==> src/rtl/rv32i_types.sv <==
// Shared RV32I types: machine word and the memory arbiter state encoding,
// kept here so monitors can decode the arbiter state without reaching into it.
package rv32i_types;

    typedef logic [31:0] rv32i_word;

    typedef enum logic [1:0] {
        IDLE    = 2'd0,
        SERVE_I = 2'd1,
        SERVE_D = 2'd2
    } arb_state_t;

endpackage

==> src/rtl/mem_arbiter.sv <==
// Two-requester (fetch/data) arbiter onto one memory port; round-robin on ties.
// Latency: request cycle N -> mem command N+1; resp is combinational with mem_resp; one IDLE cycle between accesses.
module mem_arbiter
    import rv32i_types::*;
(
    input  logic        clk,
    input  logic        rst,

    input  logic        i_read,
    input  rv32i_word   i_address,
    output logic        i_resp,
    output rv32i_word   i_rdata,

    input  logic        d_read,
    input  logic        d_write,
    input  logic [3:0]  d_byte_enable,
    input  rv32i_word   d_address,
    input  rv32i_word   d_wdata,
    output logic        d_resp,
    output rv32i_word   d_rdata,

    output logic        mem_read,
    output logic        mem_write,
    output logic [3:0]  mem_byte_enable,
    output rv32i_word   mem_address,
    output rv32i_word   mem_wdata,
    input  logic        mem_resp,
    input  rv32i_word   mem_rdata
);

    arb_state_t state_q, state_d;
    logic       write_q, write_d;
    logic [3:0] be_q, be_d;
    rv32i_word  addr_q, addr_d;
    rv32i_word  wdata_q, wdata_d;
    logic       last_data_q, last_data_d;   // 1 = data was served most recently

    logic       d_req;
    logic       grant_data;

    always_comb begin
        state_d     = state_q;
        write_d     = write_q;
        be_d        = be_q;
        addr_d      = addr_q;
        wdata_d     = wdata_q;
        last_data_d = last_data_q;

        d_req      = d_read | d_write;
        grant_data = d_req && (!i_read || !last_data_q);

        case (state_q)
            IDLE: begin
                if (grant_data) begin
                    state_d = SERVE_D;
                    write_d = d_write;      // read+write together resolves to write
                    be_d    = d_byte_enable;
                    addr_d  = d_address;
                    wdata_d = d_wdata;
                end else if (i_read) begin
                    state_d = SERVE_I;
                    write_d = 1'b0;
                    be_d    = 4'b1111;
                    addr_d  = i_address;
                    wdata_d = '0;
                end
            end
            SERVE_I: begin
                if (mem_resp) begin
                    state_d     = IDLE;
                    last_data_d = 1'b0;
                end
            end
            SERVE_D: begin
                if (mem_resp) begin
                    state_d     = IDLE;
                    last_data_d = 1'b1;
                end
            end
            default: state_d = IDLE;
        endcase
    end

    always_ff @(posedge clk) begin
        if (rst) begin
            state_q     <= IDLE;
            write_q     <= 1'b0;
            be_q        <= '0;
            addr_q      <= '0;
            wdata_q     <= '0;
            last_data_q <= 1'b0;
        end else begin
            state_q     <= state_d;
            write_q     <= write_d;
            be_q        <= be_d;
            addr_q      <= addr_d;
            wdata_q     <= wdata_d;
            last_data_q <= last_data_d;
        end
    end

    // Port payload comes only from the latches, and only while serving.
    always_comb begin
        mem_read        = 1'b0;
        mem_write       = 1'b0;
        mem_byte_enable = '0;
        mem_address     = '0;
        mem_wdata       = '0;
        if (state_q == SERVE_I || state_q == SERVE_D) begin
            mem_read        = !write_q;
            mem_write       = write_q;
            mem_byte_enable = be_q;
            mem_address     = addr_q;
            mem_wdata       = wdata_q;
        end
    end

    assign i_resp  = (state_q == SERVE_I) && mem_resp;
    assign d_resp  = (state_q == SERVE_D) && mem_resp;
    assign i_rdata = mem_rdata;
    assign d_rdata = mem_rdata;

endmodule

==> config.mk <==
export PLATFORM = sky130hd
export DESIGN_NAME = mem_arbiter
export DESIGN_NICKNAME = d
export VERILOG_FILES = /design/src/rtl/rv32i_types.sv /design/src/rtl/mem_arbiter.sv
export SDC_FILE = /design/constraint.sdc
export NUM_CORES = 1
export LEC_CHECK = 0
export ABC_AREA = 1
export ABC_CLOCK_PERIOD_IN_PS = 4250
export BUFFER_PORTS_ARGS = -buffer_cell sky130_fd_sc_hd__buf_4
export CORE_ASPECT_RATIO = 0.6
export CORE_UTILIZATION = 45
export CTS_CLUSTER_DIAMETER = 30
export DETAILED_ROUTE_END_ITERATION = 10
export PLACE_DENSITY = 0.85
export REMOVE_ABC_BUFFERS = 1
export SLEW_MARGIN = 20
export SYNTH_ARGS = -nofsm -noshare
export SYNTH_HDL_FRONTEND = slang
export SYNTH_SLANG_ARGS = --single-unit
==> constraint.sdc <==
create_clock -name clk -period 4.25 [get_ports clk]
set_clock_uncertainty 0.15 [all_clocks]
set_input_delay 0.425 -clock clk [delete_from_list [all_inputs] [get_ports clk]]
set_output_delay 0.425 -clock clk [all_outputs]
set_load 0.01 [all_outputs]
==> metrics.md, run 1 <==
| Metric | Value |
|---|---|
| Critical path type | `flop to output pin` |
| Fillers | `840` |
| Placed cell count | `874` |
| Yosys top cell by area | `dfxtp_1` |
| CP startpoint kind | `flop` |
| Area Overhead vs Synth | `28.9%` |
| Min Hold Slack | `0.178 ns` |
| Nets | `914` |
| Die area | `9590 µm²` |
| Via count | `4164` |
| Critical path buffers and inverters | `4` |
| Cts hold-fix bufs | `0` |
| Post-Syn Area | `4130 µm²` |
| Final WL | `13100 µm` |
| Maximum VDD drop | `0.249 mV` |
| Antenna Nets Post-Route | `0` |
| Max-slew violations | `0` |
| Yosys cell types | `19` |
| DRC viols | `0` |
| Clk root buf | `clkbuf_16` |
| Switching power of the nets | `618 µW` |
| Pin count of the biggest net entering global routing | `70` |
| Hold Vio Cnt, Final | `0` |
| Total CTS buffers | `9` |
| Critical path's slowest cell | `ha_2` |
| Total track usage | `27.3%` |
| Post-CTS Setup Inserts | `0` |
| TritonRoute pass-1 iters | `5` |
| Register clock-pin slew on the reported worst setup and hold paths | `0.06 ns` |
| Unrepaired setup endpoints after global routing | `no` |
| Sink Count | `72` |
| Final Cycle Share | `67.4%` |
| Setup-failing EPs final | `0` |
| Wirelength per Cell | `14.7 µm` |
| Via-to-Cell Ratio | `4.68` |
| Part of the power in combinational logic | `25.1%` |
| Top delay family on crit path | `adder cells` |
| R2R setup slack | `1.83 ns` |
| Post-Route Utilization | `61.1%` |
| Clock tree from TritonCTS | `done` |
| GR Overflow Total | `0` |
| Clock Power Share | `37.0%` |
| HP Class | `primary input to flop` |
| Hold depth | `3` |
| Core area | `8720 µm²` |
| Number of global-route vias before repair | `3696` |
| RR Startpoint | `state_q[0]` |
| Top area cells in the synthesized netlist | `dfxtp_1, nand2_1, buf_4` |
| Sequential share of power | `37.9%` |
| Register area share after synthesis | `34.9%` |
| Synth warn | `0` |
| Syn Inst Count | `679` |
| Seq cells post-synth | `72` |
| First-pass GRT wire length | `19700 µm` |
| Fmax | `349 MHz` |
| Max_slew headroom | `39.9%` |
| FF-to-FF End | `addr_q[31]` |
| Clock Latency Late Sink | `0.32 ns` |
| Die H | `76.2 µm` |
| Max incr delay on CP | `0.75 ns` |
| Switch share | `29.2%` |
| Post-detail-place hpwl | `9800 µm` |
| Leakage | `0.00326 µW` |
| Layout cells sized above 1 | `26.1%` |
| Reg2Reg Depth | `8` |
| H-tree Lvls | `3` |
| Worst-Margin Slew | `0.901 ns` |
| Initial antenna violation count | `0` |
| Port bufs | `177` |
| Ant. Diodes | `0` |
| # Max-Cap Violations | `0` |
| Row count | `26` |
| Status | `complete, no violations` |
| First DRT Iteration DRCs | `338` |
| Top cell type's share of synthesized area | `34.9%` |
| Final GP Congestion | `0.794` |
| Crit path DAT | `2.29 ns` |
| Initial core utilization | `47.4%` |
| Top Ports | `274` |
| CP Capture Type | `output pin` |
| Finished Layout Cells | `890` |
| Cells along the critical path | `inv_1 -> ha_2 -> buf_4 -> nand2_1 -> inv_1 -> buf_4` |
| Worst Hold End | `be_q[3]` |
| PwrDens | `397 nW/µm²` |
| Hold path start | `d_byte_enable[3]` |
| Syn_area_per_cell | `6.09 µm²` |
| Fin Setup TNS | `0 ns` |
| Minimum clock period | `2.86 ns` |
| CP Data Required Time | `3.67 ns` |
| Critical path fanouts, max | `36` |
| Resized cells post-CTS | `0` |
| Internal | `1500 µW` |
| Die X | `126 µm` |
| CTS Buffer Depth | `2` |
state kept, by name (all words and copies together) (netlist names):
name,count
state_q,2
write_q,1
addr_q,32
wdata_q,32
last_data_q,1
be_q,4
synthesized netlist by cell type:
master,n
nand2_1,209
nand3_1,1
buf_4,69
buf_1,1
a21oi_2,1
ha_1,3
nand4_1,1
nor3_1,4
nor2_1,102
nor2_4,1
inv_2,1
o21ai_1,2
clkbuf_1,18
a21oi_1,36
o21ai_0,35
inv_1,111
nand2_2,1
dfxtp_1,72
buf_2,11
placed cells by master (no fill, tap or decap), drive strengths merged, types with 2 or more instances in the layout:
cell type / count
nor2: 103
o21ai: 37
ha: 3
buf: 182
dfxtp: 72
clkinv: 4
inv: 112
bufinv: 2
a21oi: 37
clkbuf: 10
nor3: 4
nand2: 210
routing by layer:
| layer | track usage, % | routed length (µm) |
|---|---|---|
| met1 | 33.5 | 5570 |
| met2 | 35.0 | 4910 |
| met3 | 23.5 | 2490 |
| met4 | 4.70 | 78 |
| met5 | 6.95 | 67 |
per-stage QoR:
stage	power [µW]	worst slack, ns	area (µm²)
CTS	2140	1.34	5320
global route	2240	1.19	5330
global placement	1340	1.79	5010
floorplan	1100	1.73	3490
finish	2120	1.39	5330
detailed placement	1340	1.70	5010
cells by family (layout without fill, tap and decap cells):
group	count (synthesis)	after routing	share of synthesized area, %
buffers and inverters	211	310	25.8
and+or+nand+nor	319	319	29.4
DFF	72	72	34.9
adders and majority gates	3	3	0.908
AOI/OAI and AO/OA	74	74	9.05
power groups by stage:
| stage | registers, µW | clock network [µW] | logic (µW) |
|---|---|---|---|
| floorplan | 802 | 0 | 297 |
| global placement | 812 | 0 | 524 |
| detailed placement | 813 | 0 | 532 |
| CTS | 800 | 805 | 533 |
| global route | 810 | 834 | 601 |
| finish | 801 | 783 | 531 |
tightest hold or removal path: stages:
cell    delay (ns)
buf_4         0.07
nor3_1        0.04
nor2_1        0.08
layout make-up:
class                           instances  area [µm²]  share of cell area, %
Clock buffer                           10         229                   4.30
Inverter                              112         420                   7.89
Clock inverter                          6        83.8                   1.57
Tap cell                              112         140                   2.63
Sequential cell                        72        1440                   27.0
Timing Repair Buffer                  182        1370                   25.6
Multi-Input combinational cell        396        1650                   30.9
worst max path at each step:
stage | start | to | cells after the start
after floorplan | state_q[0] | mem_read | 4
after global placement | state_q[1] | mem_address[12] | 6
after detailed placement | state_q[1] | mem_address[12] | 6
after CTS | state_q[1] | mem_address[12] | 6
after global routing | state_q[1] | mem_address[12] | 6
final | state_q[0] | mem_address[12] | 6
(Power assumes the default switching activity.)
==> run 2, diff against run 1 <==
Settings changed: ABC_CLOCK_PERIOD_IN_PS 4250 to 2760, CORE_UTILIZATION 45 to 43, PLACE_DENSITY 0.85 to 0.82.
Clock period 4.25 ns to 2.76 ns, I/O delays scaled along.
==> run 2 against run 1 <==
Final cell count rose by 1.9%. Register-to-register slack worse by 0.95 ns. Sequential power rose by 54%. Critical path depth is the same. Sequential share of layout area barely moved. First-iteration DRC count is 20% lower. Global-route usage down 1.7 points. Critical endpoint is now mem_read. Largest cell class unchanged. Largest power group unchanged. Highest routed layer unchanged.
==> metrics.md, run 2 (synthesis gave the netlist of run 1 again) <==
| Metric | Value |
|---|---|
| Total track usage | `25.6% (-1.7 points)` |
| Placed cell count | `891 (+1.9%)` |
| CP Data Required Time | `2.33 ns (-1.34 ns)` |
| DRC viols | `0 (unchanged)` |
| Layout cells sized above 1 | `25.7% (-0.35 points)` |
| First DRT Iteration DRCs | `270 (-20%)` |
| R2R setup slack | `0.88 ns (-0.95 ns)` |
| Maximum VDD drop | `0.345 mV (+39%)` |
| Initial antenna violation count | `0 (unchanged)` |
| Register clock-pin slew on the reported worst setup and hold paths | `0.06 ns (about the same)` |
| Final Cycle Share | `78.0%` |
| Worst-Margin Slew | `0.928 ns (+0.0272 ns)` |
| Max_slew headroom | `38.0% (-1.8 points)` |
| Crit path DAT | `1.73 ns (-0.56 ns)` |
| Post-detail-place hpwl | `9470 µm (-3.4%)` |
| Area Overhead vs Synth | `29.0% (about the same)` |
| Max-slew violations | `0 (unchanged)` |
| FF-to-FF End | `wdata_q[1]` |
| Cts hold-fix bufs | `0 (unchanged)` |
| Via count | `4121 (-1.0%)` |
| Critical path type | `flop to output pin` |
| Top Registers | `addr_q (32), wdata_q (32), be_q (4)` |
| Status | `complete, no violations` |
| Nets | `913 (-0.11%)` |
| Placed instance area | `5050 µm² (+0.80%)` |
| Reg2Reg Depth | `6 (-2)` |
| GR Overflow Total | `0 (unchanged)` |
| PwrDens | `594 nW/µm² (+50%)` |
| Final GP Congestion | `0.810 (+2.1%)` |
| CP Capture Type | `output pin` |
| Number of global-route vias before repair | `3564 (-3.6%)` |
| Final WL | `12900 µm (-1.8%)` |
| Hold Vio Cnt, Final | `0 (unchanged)` |
| Ant. Diodes | `0 (unchanged)` |
| Clock Latency Late Sink | `0.32 ns (about the same)` |
| Resized cells post-CTS | `0 (unchanged)` |
| CTS Buffer Depth | `2 (unchanged)` |
| Min Hold Slack | `0.0413 ns (-0.137 ns)` |
| Post-Layout Inst Area | `5330 µm² (about the same)` |
| Post-CTS Setup Inserts | `0 (unchanged)` |
| Initial core utilization | `44.7% (-2.8 points)` |
| Via-to-Cell Ratio | `4.54 (-2.9%)` |
| Most frequent cells in the layout | `nand2_1, buf_4, inv_1` |
| Power consumption | `3170 µW (+50%)` |
| Most common cell after layout, fill and taps aside | `nand2_1` |
| Sink Count | `72 (unchanged)` |
| Critical path fanouts, max | `71 (+97%)` |
| Total CTS buffers | `9 (unchanged)` |
| Die H | `78.0 µm (+2.2%)` |
| Clock tree from TritonCTS | `done` |
| Leakage | `0.00324 µW (-0.40%)` |
| Pin count of the biggest net entering global routing | `72 (+2.9%)` |
| Port bufs | `177 (unchanged)` |
| # Max-Cap Violations | `0 (unchanged)` |
| HP Class | `primary input to flop` |
| First-pass GRT wire length | `19200 µm (-2.6%)` |
| Core area | `9260 µm² (+6.2%)` |
| Die area | `10000 µm² (+4.6%)` |
| Hold path start | `d_byte_enable[3]` |
| TritonRoute pass-1 iters | `5 (unchanged)` |
| Antenna Nets Post-Route | `0 (unchanged)` |
| Worst Hold End | `be_q[3]` |
| Finished Layout Cells | `907 (+1.9%)` |
| Row count | `27 (+3.8%)` |
| CP startpoint kind | `flop` |
| Wirelength per Cell | `14.2 µm (-3.6%)` |
| Fmax | `465 MHz` |
| Hold depth | `3 (unchanged)` |
| Fin Setup TNS | `0 ns (unchanged)` |
| RR Startpoint | `state_q[1]` |
| Minimum clock period | `2.15 ns` |
| Die X | `129 µm (+2.3%)` |
| Setup-failing EPs final | `0 (unchanged)` |
| Top Ports | `274 (unchanged)` |
| Clk root buf | `clkbuf_16` |
| H-tree Lvls | `3 (unchanged)` |
| Unrepaired setup endpoints after global routing | `no` |
[run 2: changes by cell type in the layout (fill, tap and decap cells not counted)]
cell / change
clkinv_4: -1
buf_4: -3
o21ai_4: -1
o21ai_2: +1
bufinv_16: -1
clkbuf_1: +2
buf_12: +2
[run 2: critical path, stage by stage (launching register included)]
cell,delay (ns)
dfxtp_1,0.35
inv_1,0.07
ha_2,0.35
buf_12,0.29
inv_1,0.07
nor2_1,0.12
buf_4,0.14
[run 2: per-stage QoR]
stage | util, % | setup WS [ns]
finish | 57.6 | 0.607
global route | 57.6 | 0.471
CTS | 57.6 | 0.578
detailed placement | 54.6 | 0.882
global placement | 54.6 | 0.920
floorplan | - | 0.379
[run 2: layout make-up]
| class | instances | area (µm²) |
|---|---|---|
| sequential | 72 | 1440 |
| timing repair buffer | 181 | 1380 |
| multi-input combinational | 396 | 1640 |
| clock buffer | 12 | 236 |
| fill | 932 | 3930 |
| tap | 130 | 163 |
| inverter | 112 | 420 |
| clock inverter | 4 | 45.0 |
[run 2: worst max path at each step]
| stage | endpoint | slack [ns] | startpoint | cells after the start |
|---|---|---|---|---|
| after CTS | mem_read | 0.58 | state_q[1] | 6 |
| final | mem_read | 0.61 | state_q[1] | 6 |
| after floorplan | state_q[0] | 0.38 | state_q[0] | 6 |
| after detailed placement | addr_q[15] | 0.88 | rst | 4 |
| after global placement | wdata_q[31] | 0.92 | d_read | 7 |
| after global routing | mem_read | 0.47 | state_q[1] | 6 |
[run 2: routing by layer]
| metal | global-route usage [%] | wire length, µm |
|---|---|---|
| met1 | 33.7 | 5850 |
| met2 | 31.6 | 4740 |
| met3 | 19.4 | 2150 |
| met4 | 4.82 | 85 |
| met5 | 6.42 | 55 |
[run 2: where the power goes]
part	internal (µW)	switching, µW	total (µW)
combinational	356	475	831
sequential	1170	63.6	1230
clock	695	408	1100
==> run 3, diff against run 2 <==
Settings changed: ABC_AREA 1 to 0, ABC_CLOCK_PERIOD_IN_PS 2760 to 2200, CORE_UTILIZATION 43 to 41, PLACE_DENSITY 0.82 to 0.81.
Clock period 2.76 ns to 2.2 ns, I/O delays scaled along.
==> run 3 against run 2 <==
Final cell count is 24% lower. Register-to-register slack worse by 0.49 ns. Sequential share of layout area is 1.2 points higher. Critical path type unchanged. Largest cell class unchanged.
==> metrics.md, run 3 <==
| Metric | Value |
|---|---|
| Via-to-Cell Ratio | `5.32 (+17%)` |
| Post-Syn Area | `3780 µm² (-8.5%)` |
| Post-Route Utilization | `58.6% (+0.97 points)` |
| First DRT Iteration DRCs | `225 (-17%)` |
| Hold Vio Cnt, Final | `0 (unchanged)` |
| Fmax | `493 MHz` |
| Critical path fanouts, max | `49 (-31%)` |
| CP startpoint kind | `flop` |
| Register clock-pin slew on the reported worst setup and hold paths | `0.05 ns (about the same)` |
| Unrepaired setup endpoints after global routing | `no` |
| Sink Count | `72 (unchanged)` |
| Row count | `26 (-3.7%)` |
| Yosys top cell by area | `dfxtp_1` |
| Yosys cell types | `23 (+4)` |
| Max_slew headroom | `72.9% (+35 points)` |
| Setup WS pre-CTS | `0.273 ns (-0.609 ns)` |
| PnR worst setup slack | `0.170 ns (-0.437 ns)` |
| Total CTS buffers | `9 (unchanged)` |
| Clock tree from TritonCTS | `done` |
| Top post-synthesis cells by count | `dfxtp_1, and2_1, buf_4, nand2_1` |
| Syn_area_per_cell | `8.12 µm² (+33%)` |
| Die X | `126 µm (-2.0%)` |
| Top Registers | `addr_q (32), wdata_q (32), be_q (4)` |
| CP Capture Type | `output pin` |
| Top Ports | `274 (unchanged)` |
| Most common cell after layout, fill and taps aside | `buf_4` |
| Total track usage | `26.0% (+0.38 points)` |
| Final GP Congestion | `0.813 (+0.28%)` |
| Top cell type's share of synthesized area | `38.1% (+3.2 points)` |
| Minimum clock period | `2.03 ns` |
| Fin Setup TNS | `0 ns (unchanged)` |
| Die H | `76.4 µm (-2.0%)` |
| PwrDens | `785 nW/µm² (+32%)` |
| Crit path DAT | `1.66 ns (-0.07 ns)` |
| # Max-Cap Violations | `0 (unchanged)` |
| Critical path type | `flop to output pin` |
| Number of global-route vias before repair | `3565 (+0.028%)` |
| Initial core utilization | `43.4% (-1.3 points)` |
| Port bufs | `177 (unchanged)` |
| Clock Latency Late Sink | `0.32 ns (about the same)` |
| CP Data Required Time | `1.83 ns (-0.50 ns)` |
| Post-detail-place hpwl | `9160 µm (-3.3%)` |
| Core area | `8720 µm² (-5.8%)` |
| Maximum VDD drop | `0.438 mV (+27%)` |
| First-pass GRT wire length | `19200 µm (+0.18%)` |
| Syn Inst Count | `466 (-31%)` |
| Most frequent cells in the layout | `buf_4, dfxtp_1, and2_1` |
| Final Cycle Share | `92.3%` |
| Antenna Nets Post-Route | `0 (unchanged)` |
| Via count | `3678 (-11%)` |
| Worst-Margin Slew | `0.404 ns (-0.524 ns)` |
| Status | `complete, no violations` |
| Clk root buf | `clkbuf_16` |
| Ant. Diodes | `0 (unchanged)` |
| Top_reg_cell synth | `dfxtp_1` |
| TritonRoute pass-1 iters | `5 (unchanged)` |
| Initial antenna violation count | `0 (unchanged)` |
| Count leader, synth | `dfxtp_1` |
| Nets | `717 (-21%)` |
| Pin count of the biggest net entering global routing | `69 (-4.2%)` |
| Post-synth EDFFs | `0 (unchanged)` |
| Max-slew violations | `0 (unchanged)` |
| Top area cells in the synthesized netlist | `dfxtp_1, buf_4, and2_1` |
| H-tree Lvls | `3 (unchanged)` |
| Finished Layout Cells | `692 (-24%)` |
| Layout cells sized above 1 | `36.4% (+11 points)` |
| DRC viols | `0 (unchanged)` |
| Wirelength per Cell | `18.3 µm (+29%)` |
| Setup-failing EPs final | `0 (unchanged)` |
| Seq cells post-synth | `72 (unchanged)` |
| Placed cell count | `664 (-25%)` |
| Final WL | `12700 µm (-1.7%)` |
| GR Overflow Total | `0 (unchanged)` |
| Asr flop ratio synth | `0% (unchanged)` |
| Register area share after synthesis | `38.1% (+3.2 points)` |
| Synth warn | `0 (unchanged)` |
| Die area | `9630 µm² (-3.9%)` |
| CTS Buffer Depth | `2 (unchanged)` |
| HP Class | `primary input to flop` |
| Area Overhead vs Synth | `35.0%` |
| Leakage | `0.00235 µW (-28%)` |
## run 3: cell types whose count changed after synthesis, moves of 3 or more
cell,change
nand2_1,-143
inv_1,-107
and2_1,+70
nor2_1,-68
a21oi_1,-33
a32oi_1,+33
a31oi_1,+32
clkbuf_1,+4
nor3_1,-4
o221a_2,+4
buf_4,-3
buf_6,+3
## run 3: where the power goes
group | internal (µW) | switching, µW | total, µW | leakage, µW
Sequential | 1490 | 87.6 | 1580 | 0.000596
Combinational | 571 | 607 | 1180 | 0.00163
Clock | 750 | 501 | 1250 | 0.000125
## run 3: what timing repair did
action,4_1_cts,5_1_grt
pin swaps,0,1
endpoints found under the setup margin,49,6
hold buffers,12,0
setup buffers,0,1
resized for setup,1,0
cloned,0,0
endpoints found under the hold margin,12,0
## run 3: path summary, 6_finish.rpt
check,startpoint,end,slack (ns),depth (start not counted)
worst max-delay path,state_q[1],mem_wdata[26],0.17,5
worst min register to register,wdata_q[27],wdata_q[27],0.33,2
worst max register to register,state_q[1],state_q[0],0.39,6
worst min-delay path,d_wdata[4],wdata_q[4],0.009,3
## run 3: layout make-up
| cell class | instances | area, µm² |
|---|---|---|
| clock inverters | 4 | 22.5 |
| clock buffers | 11 | 233 |
| flip-flops and latches | 72 | 1440 |
| inverters | 4 | 15.0 |
| well taps | 112 | 140 |
| multi-input cells | 288 | 1690 |
| repair buffers | 201 | 1560 |
| fillers | 789 | 3610 |
## run 3: kinds of logic after synthesis
kind of cell / after synthesis / synth area share [%]
flip-flops: 72 / 38.1
AO/OA/AOI/OAI: 110 / 20.5
adder cells (fa/ha/maj): 3 / 0.992
buffers and inverters: 106 / 18.0
AND/OR/NAND/NOR: 175 / 22.4
## run 3: layer usage
layer | GRT usage [%] | part of all wire, % | vias to the layer above
li1 | - | - | 1743
met1 | 30.8 | 42 | 1681
met2 | 35.9 | 41 | 229
met3 | 18.5 | 15 | 21
met4 | 6.75 | 1.2 | 4
met5 | 14.4 | 1.3 | -
## run 3: stage by stage
step	cell area [µm²]	hold WS, ns	power [µW]
floorplan	3120	0.139	2150
global placement	4710	0.290	2700
detailed placement	4710	0.290	2740
CTS	5100	0.000240	4040
global route	5110	0.000658	4250
finish	5110	0.00941	4010
## run 3: worst max-delay path: stages, from the launching register on
cell and delay (ns):
dfxtp_1 0.35, inv_1 0.10, ha_4 0.35, buf_12 0.21, and2_1 0.18, buf_4 0.13
